$ cat config.mk
export PLATFORM = sky130hd
export DESIGN_NAME = ghost_typist
export DESIGN_NICKNAME = d
export VERILOG_FILES = /design/src/rtl/ghost_typist_pkg.sv /design/src/rtl/ghost_typist_scan_lut.sv /design/src/rtl/ghost_typist.sv
export SDC_FILE = /design/constraint.sdc
export NUM_CORES = 1
export LEC_CHECK = 0
export ABC_AREA = 1
export CAP_MARGIN = 20
export CORE_MARGIN = 2
export CORE_UTILIZATION = 55
export CTS_BUF_LIST = sky130_fd_sc_hd__clkbuf_4 sky130_fd_sc_hd__clkbuf_8
export CTS_CLUSTER_DIAMETER = 60
export CTS_CLUSTER_SIZE = 28
export DETAILED_ROUTE_END_ITERATION = 10
export PLACE_DENSITY = 0.78
export SYNTH_ARGS = -nofsm -noshare
export SYNTH_HDL_FRONTEND = slang
export SYNTH_SLANG_ARGS = --single-unit
$ cat constraint.sdc
create_clock -name clk_div -period 5 [get_ports clk_div]
set_input_delay 0.75 -clock clk_div [delete_from_list [all_inputs] [get_ports clk_div]]
set_output_delay 0.75 -clock clk_div [all_outputs]
set_load 0.005 [all_outputs]
$ cat src/rtl/ghost_typist_pkg.sv
// Shared definitions for the ghost typist and the scoring counter it feeds:
// letter-to-scan table, special key codes and the typist FSM state type.
package ghost_typist_pkg;

    localparam int CHAR_W = 5;
    localparam int SCAN_W = 9;

    localparam logic [SCAN_W-1:0] SCAN_SPACE = 9'd41;
    localparam logic [SCAN_W-1:0] SCAN_BACK  = 9'd102;

    // Indexed by letter code minus one (a = code 1).
    localparam logic [SCAN_W-1:0] LETTER_SCAN [26] = '{
        9'd28, 9'd50, 9'd33, 9'd35, 9'd36, 9'd43, 9'd52, 9'd51, 9'd67,
        9'd59, 9'd66, 9'd75, 9'd58, 9'd49, 9'd68, 9'd77, 9'd21, 9'd45,
        9'd27, 9'd44, 9'd60, 9'd42, 9'd29, 9'd34, 9'd53, 9'd26
    };

    typedef enum logic [3:0] {
        IDLE,
        LOAD,
        PRESS,
        HOLD,
        RELEASE,
        GAP,
        SPACE_P,
        SPACE_H,
        SPACE_R
    } ghost_state_t;

endpackage

$ cat src/rtl/ghost_typist_scan_lut.sv
// Letter code to scan code lookup; codes outside 1..26 are flagged invalid
// and return scan code 0.
module ghost_scan_lut
    import ghost_typist_pkg::*;
(
    input  logic [CHAR_W-1:0] code,
    output logic [SCAN_W-1:0] scan,
    output logic              invalid
);

    always_comb begin
        scan    = '0;
        invalid = 1'b1;
        for (int i = 0; i < 26; i++) begin
            if (code == CHAR_W'(i + 1)) begin
                scan    = LETTER_SCAN[i];
                invalid = 1'b0;
            end
        end
    end

endmodule

$ cat src/rtl/ghost_typist.sv
// Paced keystroke generator: types the target word as press/release key
// events, follows it with a space, then requests the next word.
module ghost_typist
    import ghost_typist_pkg::*;
#(
    parameter int HOLD_TICKS = 2,
    parameter int MAX_CHARS  = 15
) (
    input  logic                        clk_div,
    input  logic                        rst,
    input  logic                        enable,
    input  logic [7:0]                  gap_ticks,
    input  logic [CHAR_W*MAX_CHARS-1:0] word,
    input  logic [4:0]                  wordnum,
    output logic [SCAN_W-1:0]           last_change,
    output logic                        key_valid,
    output logic                        key_pressed,
    output logic                        next_word,
    output logic [4:0]                  ghost_cursor,
    output logic [6:0]                  words_done,
    output logic                        busy
);

    ghost_state_t                state_reg, state_next;
    logic [CHAR_W*MAX_CHARS-1:0] word_reg, word_next;
    logic [4:0]                  len_reg, len_next;
    logic [4:0]                  cursor_reg, cursor_next;
    logic [7:0]                  cnt_reg, cnt_next;
    logic                        space_sent_reg, space_sent_next;
    logic                        first_load_reg, first_load_next;
    logic [SCAN_W-1:0]           last_change_reg, last_change_next;
    logic                        key_valid_reg, key_valid_next;
    logic                        key_pressed_reg, key_pressed_next;
    logic                        next_word_reg, next_word_next;
    logic [6:0]                  words_done_reg, words_done_next;
    logic                        busy_reg, busy_next;

    logic [CHAR_W-1:0] char_arr [32];
    logic [CHAR_W-1:0] cur_char;
    logic [SCAN_W-1:0] cur_scan;
    logic              cur_invalid;
    logic [4:0]        cursor_inc;
    logic [4:0]        len_in;
    logic [7:0]        gap_eff;
    logic              gap_single;
    logic [8:0]        cnt_plus2;
    logic              hold_done;
    logic              gap_done;

    // Cursor-indexed view of the captured word; slots past capacity read as 0.
    generate
        for (genvar gi = 0; gi < 32; gi++) begin : g_chars
            if (gi < MAX_CHARS) begin : g_used
                assign char_arr[gi] = word_reg[gi*CHAR_W +: CHAR_W];
            end else begin : g_pad
                assign char_arr[gi] = '0;
            end
        end
    endgenerate

    assign cur_char = char_arr[cursor_reg];

    ghost_scan_lut u_lut (
        .code    (cur_char),
        .scan    (cur_scan),
        .invalid (cur_invalid)
    );

    assign cursor_inc = cursor_reg + 5'd1;
    assign len_in     = (wordnum > 5'(MAX_CHARS)) ? 5'(MAX_CHARS) : wordnum;
    assign gap_eff    = (gap_ticks == 8'd0) ? 8'd1 : gap_ticks;
    assign gap_single = (gap_eff == 8'd1);
    assign cnt_plus2  = {1'b0, cnt_reg} + 9'd2;
    assign hold_done  = (cnt_plus2 >= 9'(HOLD_TICKS));
    assign gap_done   = (cnt_plus2 >= {1'b0, gap_eff});

    function automatic ghost_state_t after_gap(input logic [4:0] cursor,
                                               input logic [4:0] len,
                                               input logic       sent);
        if (cursor < len)
            return PRESS;
        else if (!sent)
            return SPACE_P;
        else
            return LOAD;
    endfunction

    always_comb begin
        state_next       = state_reg;
        word_next        = word_reg;
        len_next         = len_reg;
        cursor_next      = cursor_reg;
        cnt_next         = '0;
        space_sent_next  = space_sent_reg;
        first_load_next  = first_load_reg;
        last_change_next = last_change_reg;
        key_valid_next   = 1'b0;
        key_pressed_next = key_pressed_reg;
        next_word_next   = 1'b0;
        words_done_next  = words_done_reg;

        case (state_reg)
            IDLE: begin
                if (enable) begin
                    state_next      = LOAD;
                    first_load_next = 1'b1;
                end
            end
            LOAD: begin
                if (!enable) begin
                    state_next = IDLE;
                end else begin
                    word_next       = word;
                    len_next        = len_in;
                    cursor_next     = '0;
                    space_sent_next = 1'b0;
                    if (first_load_reg) begin
                        words_done_next = '0;
                        first_load_next = 1'b0;
                    end
                    state_next = (len_in == 5'd0) ? SPACE_P : PRESS;
                end
            end
            PRESS: begin
                if (!enable) begin
                    state_next = IDLE;
                end else if (cur_invalid) begin
                    cursor_next = cursor_inc;
                    state_next  = gap_single ? after_gap(cursor_inc, len_reg, space_sent_reg) : GAP;
                end else begin
                    key_valid_next   = 1'b1;
                    key_pressed_next = 1'b1;
                    last_change_next = cur_scan;
                    state_next       = (HOLD_TICKS <= 1) ? RELEASE : HOLD;
                end
            end
            HOLD, SPACE_H: begin
                // A held key is always released, even when aborting.
                if (!enable) begin
                    key_valid_next   = 1'b1;
                    key_pressed_next = 1'b0;
                    state_next       = IDLE;
                end else if (hold_done) begin
                    state_next = (state_reg == HOLD) ? RELEASE : SPACE_R;
                end
            end
            RELEASE: begin
                key_valid_next   = 1'b1;
                key_pressed_next = 1'b0;
                if (!enable) begin
                    state_next = IDLE;
                end else begin
                    cursor_next = cursor_inc;
                    state_next  = gap_single ? after_gap(cursor_inc, len_reg, space_sent_reg) : GAP;
                end
            end
            GAP: begin
                if (!enable)
                    state_next = IDLE;
                else if (gap_done)
                    state_next = after_gap(cursor_reg, len_reg, space_sent_reg);
            end
            SPACE_P: begin
                if (!enable) begin
                    state_next = IDLE;
                end else begin
                    key_valid_next   = 1'b1;
                    key_pressed_next = 1'b1;
                    last_change_next = SCAN_SPACE;
                    state_next       = (HOLD_TICKS <= 1) ? SPACE_R : SPACE_H;
                end
            end
            SPACE_R: begin
                key_valid_next   = 1'b1;
                key_pressed_next = 1'b0;
                if (!enable) begin
                    state_next = IDLE;
                end else begin
                    next_word_next  = 1'b1;
                    words_done_next = (words_done_reg == 7'd127) ? words_done_reg
                                                                 : words_done_reg + 7'd1;
                    space_sent_next = 1'b1;
                    state_next      = gap_single ? LOAD : GAP;
                end
            end
            default: state_next = IDLE;
        endcase

        // The hold/gap counter only runs while dwelling in a timed state.
        if (state_next == state_reg &&
            (state_reg == HOLD || state_reg == SPACE_H || state_reg == GAP))
            cnt_next = cnt_reg + 8'd1;
    end

    assign busy_next = (state_next != IDLE);

    always_ff @(posedge clk_div or posedge rst) begin
        if (rst) begin
            state_reg       <= IDLE;
            word_reg        <= '0;
            len_reg         <= '0;
            cursor_reg      <= '0;
            cnt_reg         <= '0;
            space_sent_reg  <= 1'b0;
            first_load_reg  <= 1'b0;
            last_change_reg <= '0;
            key_valid_reg   <= 1'b0;
            key_pressed_reg <= 1'b0;
            next_word_reg   <= 1'b0;
            words_done_reg  <= '0;
            busy_reg        <= 1'b0;
        end else begin
            state_reg       <= state_next;
            word_reg        <= word_next;
            len_reg         <= len_next;
            cursor_reg      <= cursor_next;
            cnt_reg         <= cnt_next;
            space_sent_reg  <= space_sent_next;
            first_load_reg  <= first_load_next;
            last_change_reg <= last_change_next;
            key_valid_reg   <= key_valid_next;
            key_pressed_reg <= key_pressed_next;
            next_word_reg   <= next_word_next;
            words_done_reg  <= words_done_next;
            busy_reg        <= busy_next;
        end
    end

    assign last_change  = last_change_reg;
    assign key_valid    = key_valid_reg;
    assign key_pressed  = key_pressed_reg;
    assign next_word    = next_word_reg;
    assign ghost_cursor = cursor_reg;
    assign words_done   = words_done_reg;
    assign busy         = busy_reg;

endmodule

==> results.json, run 1 <==
{
  "ir_drop_v": 0.000293,
  "tightestPinTransition_ps": 1020,
  "syn_area_per_cell_um2": 7.34,
  "leakagePower_nw": 4.17,
  "hold_ws_ps": 474,
  "synth_area_leaders": "dfrtp_1, nand2_1, nand3_1",
  "hold_viol_final": 0,
  "maxSlewViolCount": 0,
  "cts_tree": "yes",
  "synth_area_um2": 6820,
  "synthArstFlopShare_pct": 100,
  "area_growth_pct": 23.3,
  "num_antenna_cells": 0,
  "die-area_um2": 13300,
  "setup-tns-final_ps": 0,
  "yosys.area.top_type": "dfrtp_1",
  "cts_htree_levels": 4,
  "yosysTopAreaCellShare_pct": 42.9,
  "drt_first_pass_iters": 5,
  "r2r_slack_ps": 1670,
  "path_clk_slew_ps": 70,
  "io_buffers": 113,
  "grt_first_pass_wirelength_um": 28200,
  "worstSkewPairLatency_ps": 460,
  "grt.busiest_layer": "met2",
  "max_slew_margin_pct": 32.0,
  "start_util_pct": 56.6,
  "required_ps": 5380,
  "ys_seq_area_share_pct": 42.9,
  "worst_setup_path_end_kind": "flip-flop",
  "largest_reg_flops": 75,
  "timing_worst_setup_path_type": "reg2reg",
  "pin_count": 116,
  "remaining_drc_errors": 0,
  "synthFlopType": "dfrtp_1",
  "die_height_um": 115,
  "cts_buffer_depth": 2,
  "drt-wirelength-per-cell_um": 13.7,
  "cts_made_buffers": 17,
  "grt_util_met2_pct": 45.0,
  "nets": 1145,
  "fmax_ghz": 0.301,
  "syn_inst": 929,
  "yosys_register_bits": 117,
  "design_area_um2": 8420,
  "cap_viol_max_count": 0,
  "hold_depth": 2,
  "arrival_ps": 3700,
  "whs_endpoint": "word_reg[52]$_DFFE_PP0P_",
  "startpoint_type": "flip-flop",
  "reg2reg_from": "ghost_cursor[0]$_DFFE_PP0P_",
  "routed_wl_um": 16600,
  "cts_resized": 0,
  "antenna_found_initial": 0,
  "synth_cell_types": 43,
  "fill_cells": 1076,
  "skew_ps": 14.1,
  "std_cell_rows": 40,
  "r2r_end": "cnt_reg[6]$_DFF_PP0_",
  "power_mw": 4.16,
  "drt_iter0_drc": 514,
  "vias": 6295,
  "setup_viol": 0,
  "synth-edff-count": 0,
  "grtUsageMet3_pct": 5.32,
  "yosysMostFrequentCell": "nand2_1",
  "status": "complete, no violations",
  "dp_hpwl_um": 12200,
  "rsz0062_at_grt": "false",
  "antenna_left": 0,
  "period_share_pct": 66.5,
  "grt.overflow.total": 0,
  "clock_sinks": 117,
  "holdCritPathClass": "reg2reg",
  "hold_buffers": 0,
  "cts_setup_buffers": 0,
  "yosys_warnings": 0,
  "dpl_cell_area_um2": 8050,
  "via_per_inst": 5.19,
  "root_buffer": "clkbuf_8",
  "min_from": "word_reg[52]$_DFFE_PP0P_",
  "grt_use_met1_pct": 35.2,
  "die_w_um": 115,
  "synth_commonest_cells": "nand2_1, dfrtp_1, inv_1",
  "grtUsageTotal_pct": 26.9,
  "grt_max_degree": 124,
  "gp_congestion": 0.943,
  "drive_above_1_share_pct": 8.41,
  "rr_worst_depth": 21,
  "cp_max_fo": 21,
  "power_density_nw_per_um2": 494,
  "core_um2": 12100,
  "grt_pass1_vias": 6112,
  "layout_min_cycle_time_ps": 3330
}
## cells in the final DEF (no fill, tap or decap), types with 3 or more instances in the layout
master           instances
nand2_1                315
nand3_2                  4
ha_1                    21
clkinv_1                 3
inv_1                   97
nand4_1                 19
clkdlybuf4s50_1        113
o21ai_0                 52
nor2_2                  13
nor3_1                   9
nor2_1                  59
nand3b_1                 6
dfrtp_1                117
clkbuf_8                18
nor2_4                   4
clkinv_2                 4
a21oi_1                 13
inv_2                    6
o211ai_1                 7
nand2_2                 13
xor2_1                  13
clkinvlp_4               4
nand3_1                 88
nor4_1                   6
buf_4                    7
## routing by layer
layer | share of wire, % | wire [µm] | vias to the layer above
li1 | - | - | 3177
met1 | 45 | 7470 | 2888
met2 | 48 | 7920 | 201
met3 | 5.2 | 869 | 29
met4 | 2.1 | 352 | 0
met5 | 0 | 0 | -
## how the worst max path moves through the flow
stage | startpoint | slack [ps] | end
2_1_floorplan | rst | 1150 | busy$_DFF_PP0_
3_3_place_gp | gap_ticks[4] | 1450 | cnt_reg[3]$_DFF_PP0_
3_5_place_dp | gap_ticks[4] | 1350 | cnt_reg[1]$_DFF_PP0_
4_1_cts | ghost_cursor[0]$_DFFE_PP0P_ | 1720 | cnt_reg[3]$_DFF_PP0_
5_1_grt | ghost_cursor[1]$_DFFE_PP0P_ | 1320 | ghost_cursor[0]$_DFFE_PP0P_
6_report | ghost_cursor[0]$_DFFE_PP0P_ | 1670 | cnt_reg[6]$_DFF_PP0_
## report_power, final
part	switching [mW]	internal (mW)
registers	0.168	1.31
logic	1.20	0.672
clock network	0.389	0.414
## worst max-delay path: stages, from the launching register on
cell and delay, ps:
dfrtp_1 390, inv_2 340, nand2_2 150, inv_2 230, nand2_1 80, nand3_1 90, nand3_1 70, nand2_1 130
nand2_2 190, inv_2 260, nand3_2 100, nor2_1 280, nor2_2 90, nand3_1 90, nor2_2 60, nand3_2 70
nand2_1 90, nand2_2 90, nand2_2 60, nand2_1 110, nand3_4 150, nor2_2 120
## cell families (layout without fill, tap and decap cells)
| family | Yosys count | count (layout) | share of synthesized area (%) |
|---|---|---|---|
| xor gates and xnor gates | 15 | 15 | 1.93 |
| buffers and inverters | 143 | 259 | 8.58 |
| other | 1 | 2 | 0.0550 |
| adders and majority gates | 21 | 21 | 3.85 |
| AOI/OAI and AO/OA | 86 | 86 | 7.12 |
| DFF | 117 | 117 | 42.9 |
| and+or+nand+nor | 546 | 546 | 35.6 |
## final cells by class
| cell class | instances | area [µm²] | area share (%) |
|---|---|---|---|
| Multi-Input combinational cell | 670 | 3320 | 39.5 |
| Clock buffer | 20 | 263 | 3.12 |
| Timing Repair Buffer | 120 | 1180 | 14.1 |
| Clock inverter | 12 | 106 | 1.26 |
| Tap cell | 168 | 210 | 2.50 |
| Sequential cell | 117 | 2930 | 34.8 |
| Inverter | 107 | 404 | 4.80 |
## metrics by stage
step           setup slack, ps  instances  utilization [%]
6_report                  1670       1214             69.8
4_1_cts                   1720       1214             69.8
2_1_floorplan             1150        930                -
3_3_place_gp              1450       1182             66.7
5_1_grt                   1320       1214             69.8
3_5_place_dp              1350       1182             66.7
No activity file was read; power rests on OpenSTA's default activity.
==> inputs of run 2 (changes only) <==
--- a/config.mk
+++ b/config.mk
@@ -8,12 +8,12 @@
 export ABC_AREA = 1
 export CAP_MARGIN = 20
 export CORE_MARGIN = 2
-export CORE_UTILIZATION = 55
+export CORE_UTILIZATION = 50
 export CTS_BUF_LIST = sky130_fd_sc_hd__clkbuf_4 sky130_fd_sc_hd__clkbuf_8
 export CTS_CLUSTER_DIAMETER = 60
 export CTS_CLUSTER_SIZE = 28
 export DETAILED_ROUTE_END_ITERATION = 10
-export PLACE_DENSITY = 0.78
+export PLACE_DENSITY = 0.75
 export SYNTH_ARGS = -nofsm -noshare
 export SYNTH_HDL_FRONTEND = slang
 export SYNTH_SLANG_ARGS = --single-unit
==> constraint.sdc (replaced) <==
create_clock -name clk_div -period 2.84 [get_ports clk_div]
set_input_delay 0.426 -clock clk_div [delete_from_list [all_inputs] [get_ports clk_div]]
set_output_delay 0.426 -clock clk_div [all_outputs]
set_load 0.005 [all_outputs]
==> results.json, run 2 (synthesized netlist as in run 1, its figures left out) <==
{
  "largest_reg_flops": 75,
  "via_per_inst": 5.12,
  "power_mw": 8.79,
  "cp_cell_sequence": "clkinv_4 > buf_4 > nand2_1 > nand2_1 > nand2_1 > nand3_2 > nand3_2 > nand2_2 > buf_4 > nor2_4 > nand3_2 > and2_4 > nand2_4 > nor2_4 > nand2_2 > nand3_4 > a21oi_4 > nand3_4 > nor2_2",
  "reg2reg_from": "ghost_cursor[0]$_DFFE_PP0P_",
  "dpl_cell_area_um2": 8640,
  "nets": 1236,
  "drt-wirelength-per-cell_um": 14.4,
  "pre_cts_slack_ps": -370,
  "pwr-share-seq_pct": 29.8,
  "hold_ws_ps": 466,
  "max_stage_delay_ps": 460,
  "core_um2": 13300,
  "grtUsageTotal_pct": 25.6,
  "antenna_left": 0,
  "finalNonFillerCells": 1313,
  "routed_wl_um": 18900,
  "crit_slowest_cell": "dfrtp_2",
  "final_common_cell": "nand2_1",
  "ir_drop_v": 0.000540,
  "dp_hpwl_um": 12900,
  "io_buffers": 113,
  "rsz0062_at_grt": "true",
  "setup_viol": 0,
  "vias": 6728,
  "maxSlewViolCount": 0,
  "holdCritPathClass": "in2async",
  "grt_max_degree": 124,
  "post-route-util_pct": 72.3,
  "worst_setup_path_end_kind": "flip-flop",
  "leakagePower_nw": 4.79,
  "cts_made_buffers": 17,
  "design_area_um2": 9610,
  "cts_buffer_depth": 2,
  "status": "complete, no violations",
  "required_ps": 3210,
  "drive_above_1_share_pct": 21.5,
  "arrival_ps": 3160,
  "r2r_slack_ps": 40,
  "max_slew_margin_pct": 57.3,
  "cts_htree_levels": 4,
  "pin_count": 116,
  "power_density_nw_per_um2": 914,
  "layout_min_cycle_time_ps": 2800,
  "tightestPinTransition_ps": 640,
  "num_antenna_cells": 0,
  "cp_max_fo": 8,
  "worst_slack_ps": 44.6,
  "die_height_um": 121,
  "p_sw_share_pct": 41.6,
  "timing_worst_setup_path_type": "reg2reg",
  "start_util_pct": 51.3,
  "root_buffer": "clkbuf_8",
  "p_int_mw": 5.13,
  "cap_viol_max_count": 0,
  "gp_congestion": 0.940,
  "period_share_pct": 98.4,
  "grt_pass1_vias": 6369,
  "drt_first_pass_iters": 5,
  "p_switching_mw": 3.66,
  "std_cell_rows": 42,
  "clkPwrFrac_pct": 17.3,
  "setup-tns-final_ps": 0,
  "grt.overflow.total": 0,
  "grt_first_pass_wirelength_um": 29600,
  "combPwrFrac_pct": 52.9,
  "die_w_um": 121,
  "dp.cells": 1261,
  "clock_sinks": 117,
  "fmax_ghz": 0.358,
  "r2r_end": "cnt_reg[0]$_DFF_PP0_",
  "antenna_found_initial": 0,
  "hold_viol_final": 0,
  "rr_worst_depth": 19,
  "startpoint_type": "flip-flop",
  "die-area_um2": 14600,
  "cts_tree": "yes",
  "worstSkewPairLatency_ps": 450,
  "drt_iter0_drc": 532,
  "skew_ps": 17.6,
  "worstSetupEndpoint": "cnt_reg[0]$_DFF_PP0_",
  "path_clk_slew_ps": 70,
  "area_growth_pct": 40.9,
  "remaining_drc_errors": 0,
  "setup.worst_path.start": "ghost_cursor[0]$_DFFE_PP0P_",
  "final_cell_mix": "nand2_1, dfrtp_1, clkdlybuf4s50_1, inv_1, buf_4"
}
[run 2: changes by cell type in the layout (fill, tap and decap cells not counted), moves of 7 or more]
cell / change
buf_4: +81
clkdlybuf4s50_1: -7
dlymetal6s2s_1: +7
nand2_1: -9
nand2_4: +8
nand3_1: -30
nand3_2: +29
nor2_1: -10
[run 2: worst min-delay path by stage]
stage                        startpoint                  endpoint  slack [ps]
2_1_floorplan  word_reg[55]$_DFFE_PP0P_  word_reg[55]$_DFFE_PP0P_         440
6_report                            rst      cnt_reg[2]$_DFF_PP0_         470
4_1_cts        word_reg[52]$_DFFE_PP0P_  word_reg[52]$_DFFE_PP0P_         480
5_1_grt        word_reg[54]$_DFFE_PP0P_  word_reg[54]$_DFFE_PP0P_         500
3_5_place_dp   word_reg[52]$_DFFE_PP0P_  word_reg[52]$_DFFE_PP0P_         460
3_3_place_gp   word_reg[51]$_DFFE_PP0P_  word_reg[51]$_DFFE_PP0P_         460
[run 2: area by class of cell]
cell class	instances	area (µm²)
fillers	1027	3680
multi-input cells	670	3680
flip-flops and latches	117	2930
repair buffers	211	1970
inverters	107	424
clock buffers	21	264
well taps	176	220
clock inverters	11	130
[run 2: power by group through the flow]
stage | Combinational, mW | Sequential (mW) | Clock, mW
finish | 4.64 | 2.62 | 1.52
global route | 5.11 | 2.68 | 1.61
CTS | 3.94 | 2.61 | 1.54
detailed placement | 3.90 | 2.63 | 0
global placement | 3.84 | 2.61 | 0
floorplan | 2.43 | 2.55 | 0
[run 2: metal layers]
layer,wire length (µm),vias up,track usage (%)
met4,467,0,8.36
met1,8380,3110,34.1
met2,9060,225,42.2
li1,-,3351,-
met3,990,42,4.72
met5,0,-,0
[run 2: what timing repair did]
action	CTS	global route
hold buffers	0	0
buffers inserted	0	20
endpoints found under the setup margin	8	23
pin swaps	0	37
resized for setup	7	100
[run 2: critical path: cells and delay by family, from the launching register on]
family / cells / cell delay, ps
AO/OA/AOI/OAI: 1 / 200
flip-flops: 1 / 460
buffers and inverters: 3 / 440
AND/OR/NAND/NOR: 15 / 1610
==> inputs of run 3 (changes only) <==
--- a/config.mk
+++ b/config.mk
@@ -14,6 +14,7 @@
 export CTS_CLUSTER_SIZE = 28
 export DETAILED_ROUTE_END_ITERATION = 10
 export PLACE_DENSITY = 0.75
+export SKIP_CTS_REPAIR_TIMING = 1
 export SYNTH_ARGS = -nofsm -noshare
 export SYNTH_HDL_FRONTEND = slang
 export SYNTH_SLANG_ARGS = --single-unit
==> results.json, run 3 (synthesized netlist as in run 1, its figures left out) <==
{
  "status": "complete, no violations",
  "path_clk_slew_ps": 70,
  "fmax_ghz": 0.358,
  "finalNonFillerCells": 1315,
  "hold_viol_final": 0,
  "rsz0062_at_grt": "true",
  "root_buffer": "clkbuf_8",
  "core_um2": 13300,
  "grt.overflow.total": 0,
  "cts_made_buffers": 17,
  "worstSkewPairLatency_ps": 460,
  "multi_input_area_um2": 3670,
  "largest_reg_flops": 75,
  "dp.cells": 1261,
  "cts_buffer_depth": 2,
  "area_growth_pct": 40.9,
  "drive_above_1_share_pct": 21.6,
  "cap_viol_max_count": 0,
  "timing_worst_setup_path_type": "reg2reg",
  "cp_max_fo": 8,
  "power_density_nw_per_um2": 915,
  "tightestPinTransition_ps": 606,
  "path_buf_inv": 2,
  "startpoint_type": "flip-flop",
  "drt_iter0_drc": 556,
  "leakagePower_nw": 4.79,
  "grt_pass1_vias": 6368,
  "fill_cells": 1024,
  "grtUsageTotal_pct": 25.5,
  "clock_sinks": 117,
  "nets": 1238,
  "whs_endpoint": "key_pressed$_DFFE_PP0P_",
  "max_slew_margin_pct": 59.6,
  "layout_min_cycle_time_ps": 2790,
  "crit_slowest_cell": "dfrtp_2",
  "die_height_um": 121,
  "die_w_um": 121,
  "ir_drop_v": 0.000550,
  "start_util_pct": 51.3,
  "cpMostUsedCell": "nand3_1",
  "pin_count": 116,
  "arrival_ps": 3170,
  "power_mw": 8.80,
  "std_cell_rows": 42,
  "routed_wl_um": 18600,
  "gp_congestion": 0.940,
  "min_from": "key_pressed$_DFFE_PP0P_",
  "r2r_slack_ps": 50,
  "cts_htree_levels": 4,
  "grt_max_degree": 124,
  "rr_worst_depth": 18,
  "vias": 6663,
  "holdCritPathClass": "reg2reg",
  "remaining_drc_errors": 0,
  "drt_first_pass_iters": 5,
  "required_ps": 3220,
  "io_buffers": 113,
  "reg2reg_from": "ghost_cursor[0]$_DFFE_PP0P_",
  "max_stage_delay_ps": 460,
  "num_antenna_cells": 0,
  "seq_area_um2": 2930,
  "period_share_pct": 98.3,
  "maxSlewViolCount": 0,
  "cp_cell_sequence": "clkinv_4 > buf_12 > nand2_1 > nand3_1 > nand3_1 > nand3_2 > nand2_2 > nand2_4 > nor2_4 > nand3_1 > and2_4 > nand2_4 > nor2_4 > nand2_2 > nand3_4 > a21oi_4 > nand3_4 > nor2_2",
  "final_common_cell": "nand2_1",
  "r2r_end": "cnt_reg[0]$_DFF_PP0_",
  "hold_depth": 2,
  "drt-wirelength-per-cell_um": 14.1,
  "worst_setup_path_end_kind": "flip-flop",
  "via_per_inst": 5.07,
  "post-route-util_pct": 72.3,
  "skew_ps": 16.3,
  "cp_top_family": "simple AND/OR/NAND/NOR gates",
  "final_cell_mix": "nand2_1, dfrtp_1, clkdlybuf4s50_1, inv_1, buf_4",
  "setup_viol": 0,
  "grt_first_pass_wirelength_um": 29600,
  "antenna_found_initial": 0,
  "antenna_left": 0,
  "dp_hpwl_um": 12900,
  "die-area_um2": 14600,
  "cts_tree": "yes"
}
run 3: changes by cell type in the layout (fill, tap and decap cells not counted), sizes merged:
cell  before  now
buf       98  100
run 3: final cells by class:
class / instances / area share, %
Multi-Input combinational cell: 670 / 38.1
Sequential cell: 117 / 30.5
Timing Repair Buffer: 213 / 20.6
Inverter: 107 / 4.38
Clock buffer: 21 / 2.75
Tap cell: 176 / 2.29
Clock inverter: 11 / 1.35
run 3: worst register-to-register path: stages (launching register included):
cell      delay, ps
dfrtp_2         460
clkinv_4        120
buf_12          150
nand2_1          70
nand3_1         110
nand3_1         120
nand3_2         110
nand2_2         130
nand2_4         110
nor2_4          210
nand3_1         140
and2_4          170
nand2_4          80
nor2_4           50
nand2_2          70
nand3_4         110
a21oi_4         200
nand3_4         170
nor2_2          140
run 3: worst max path at each step:
stage	start	end	slack (ps)	cells past startpoint
3_3_place_gp	gap_ticks[1]	cnt_reg[4]$_DFF_PP0_	-270	21
2_1_floorplan	gap_ticks[3]	cnt_reg[0]$_DFF_PP0_	240	19
5_1_grt	ghost_cursor[0]$_DFFE_PP0P_	busy$_DFF_PP0_	-120	21
3_5_place_dp	gap_ticks[4]	cnt_reg[6]$_DFF_PP0_	-370	21
6_report	ghost_cursor[0]$_DFFE_PP0P_	cnt_reg[0]$_DFF_PP0_	50	18
4_1_cts	ghost_cursor[0]$_DFFE_PP0P_	cnt_reg[6]$_DFF_PP0_	-70	18
run 3: per-layer routing:
metal / vias up / part of all wire [%] / GRT usage [%]
met5: - / 0 / 0
met4: 0 / 2.4 / 8.65
met3: 40 / 5.1 / 4.95
met2: 209 / 48 / 41.9
met1: 3059 / 45 / 34.0
li1: 3355 / - / -
run 3: stage by stage:
step           TNS [ps]  cell area, µm²  hold WS (ps)  setup slack, ps
2_1_floorplan         0            6830           442              244
3_3_place_gp      -2410            8640           455             -269
3_5_place_dp      -3260            8640           459             -370
4_1_cts            -429            9030           476            -66.1
5_1_grt            -840            9620           503             -125
6_report              0            9620           473             48.6
run 3: where the power goes:
| group | leakage, nW | total [mW] | switching (mW) | internal, mW |
|---|---|---|---|---|
| clock | 0.202 | 1.53 | 0.710 | 0.821 |
| sequential | 1.48 | 2.62 | 0.311 | 2.31 |
| combinational | 3.12 | 4.65 | 2.62 | 2.03 |
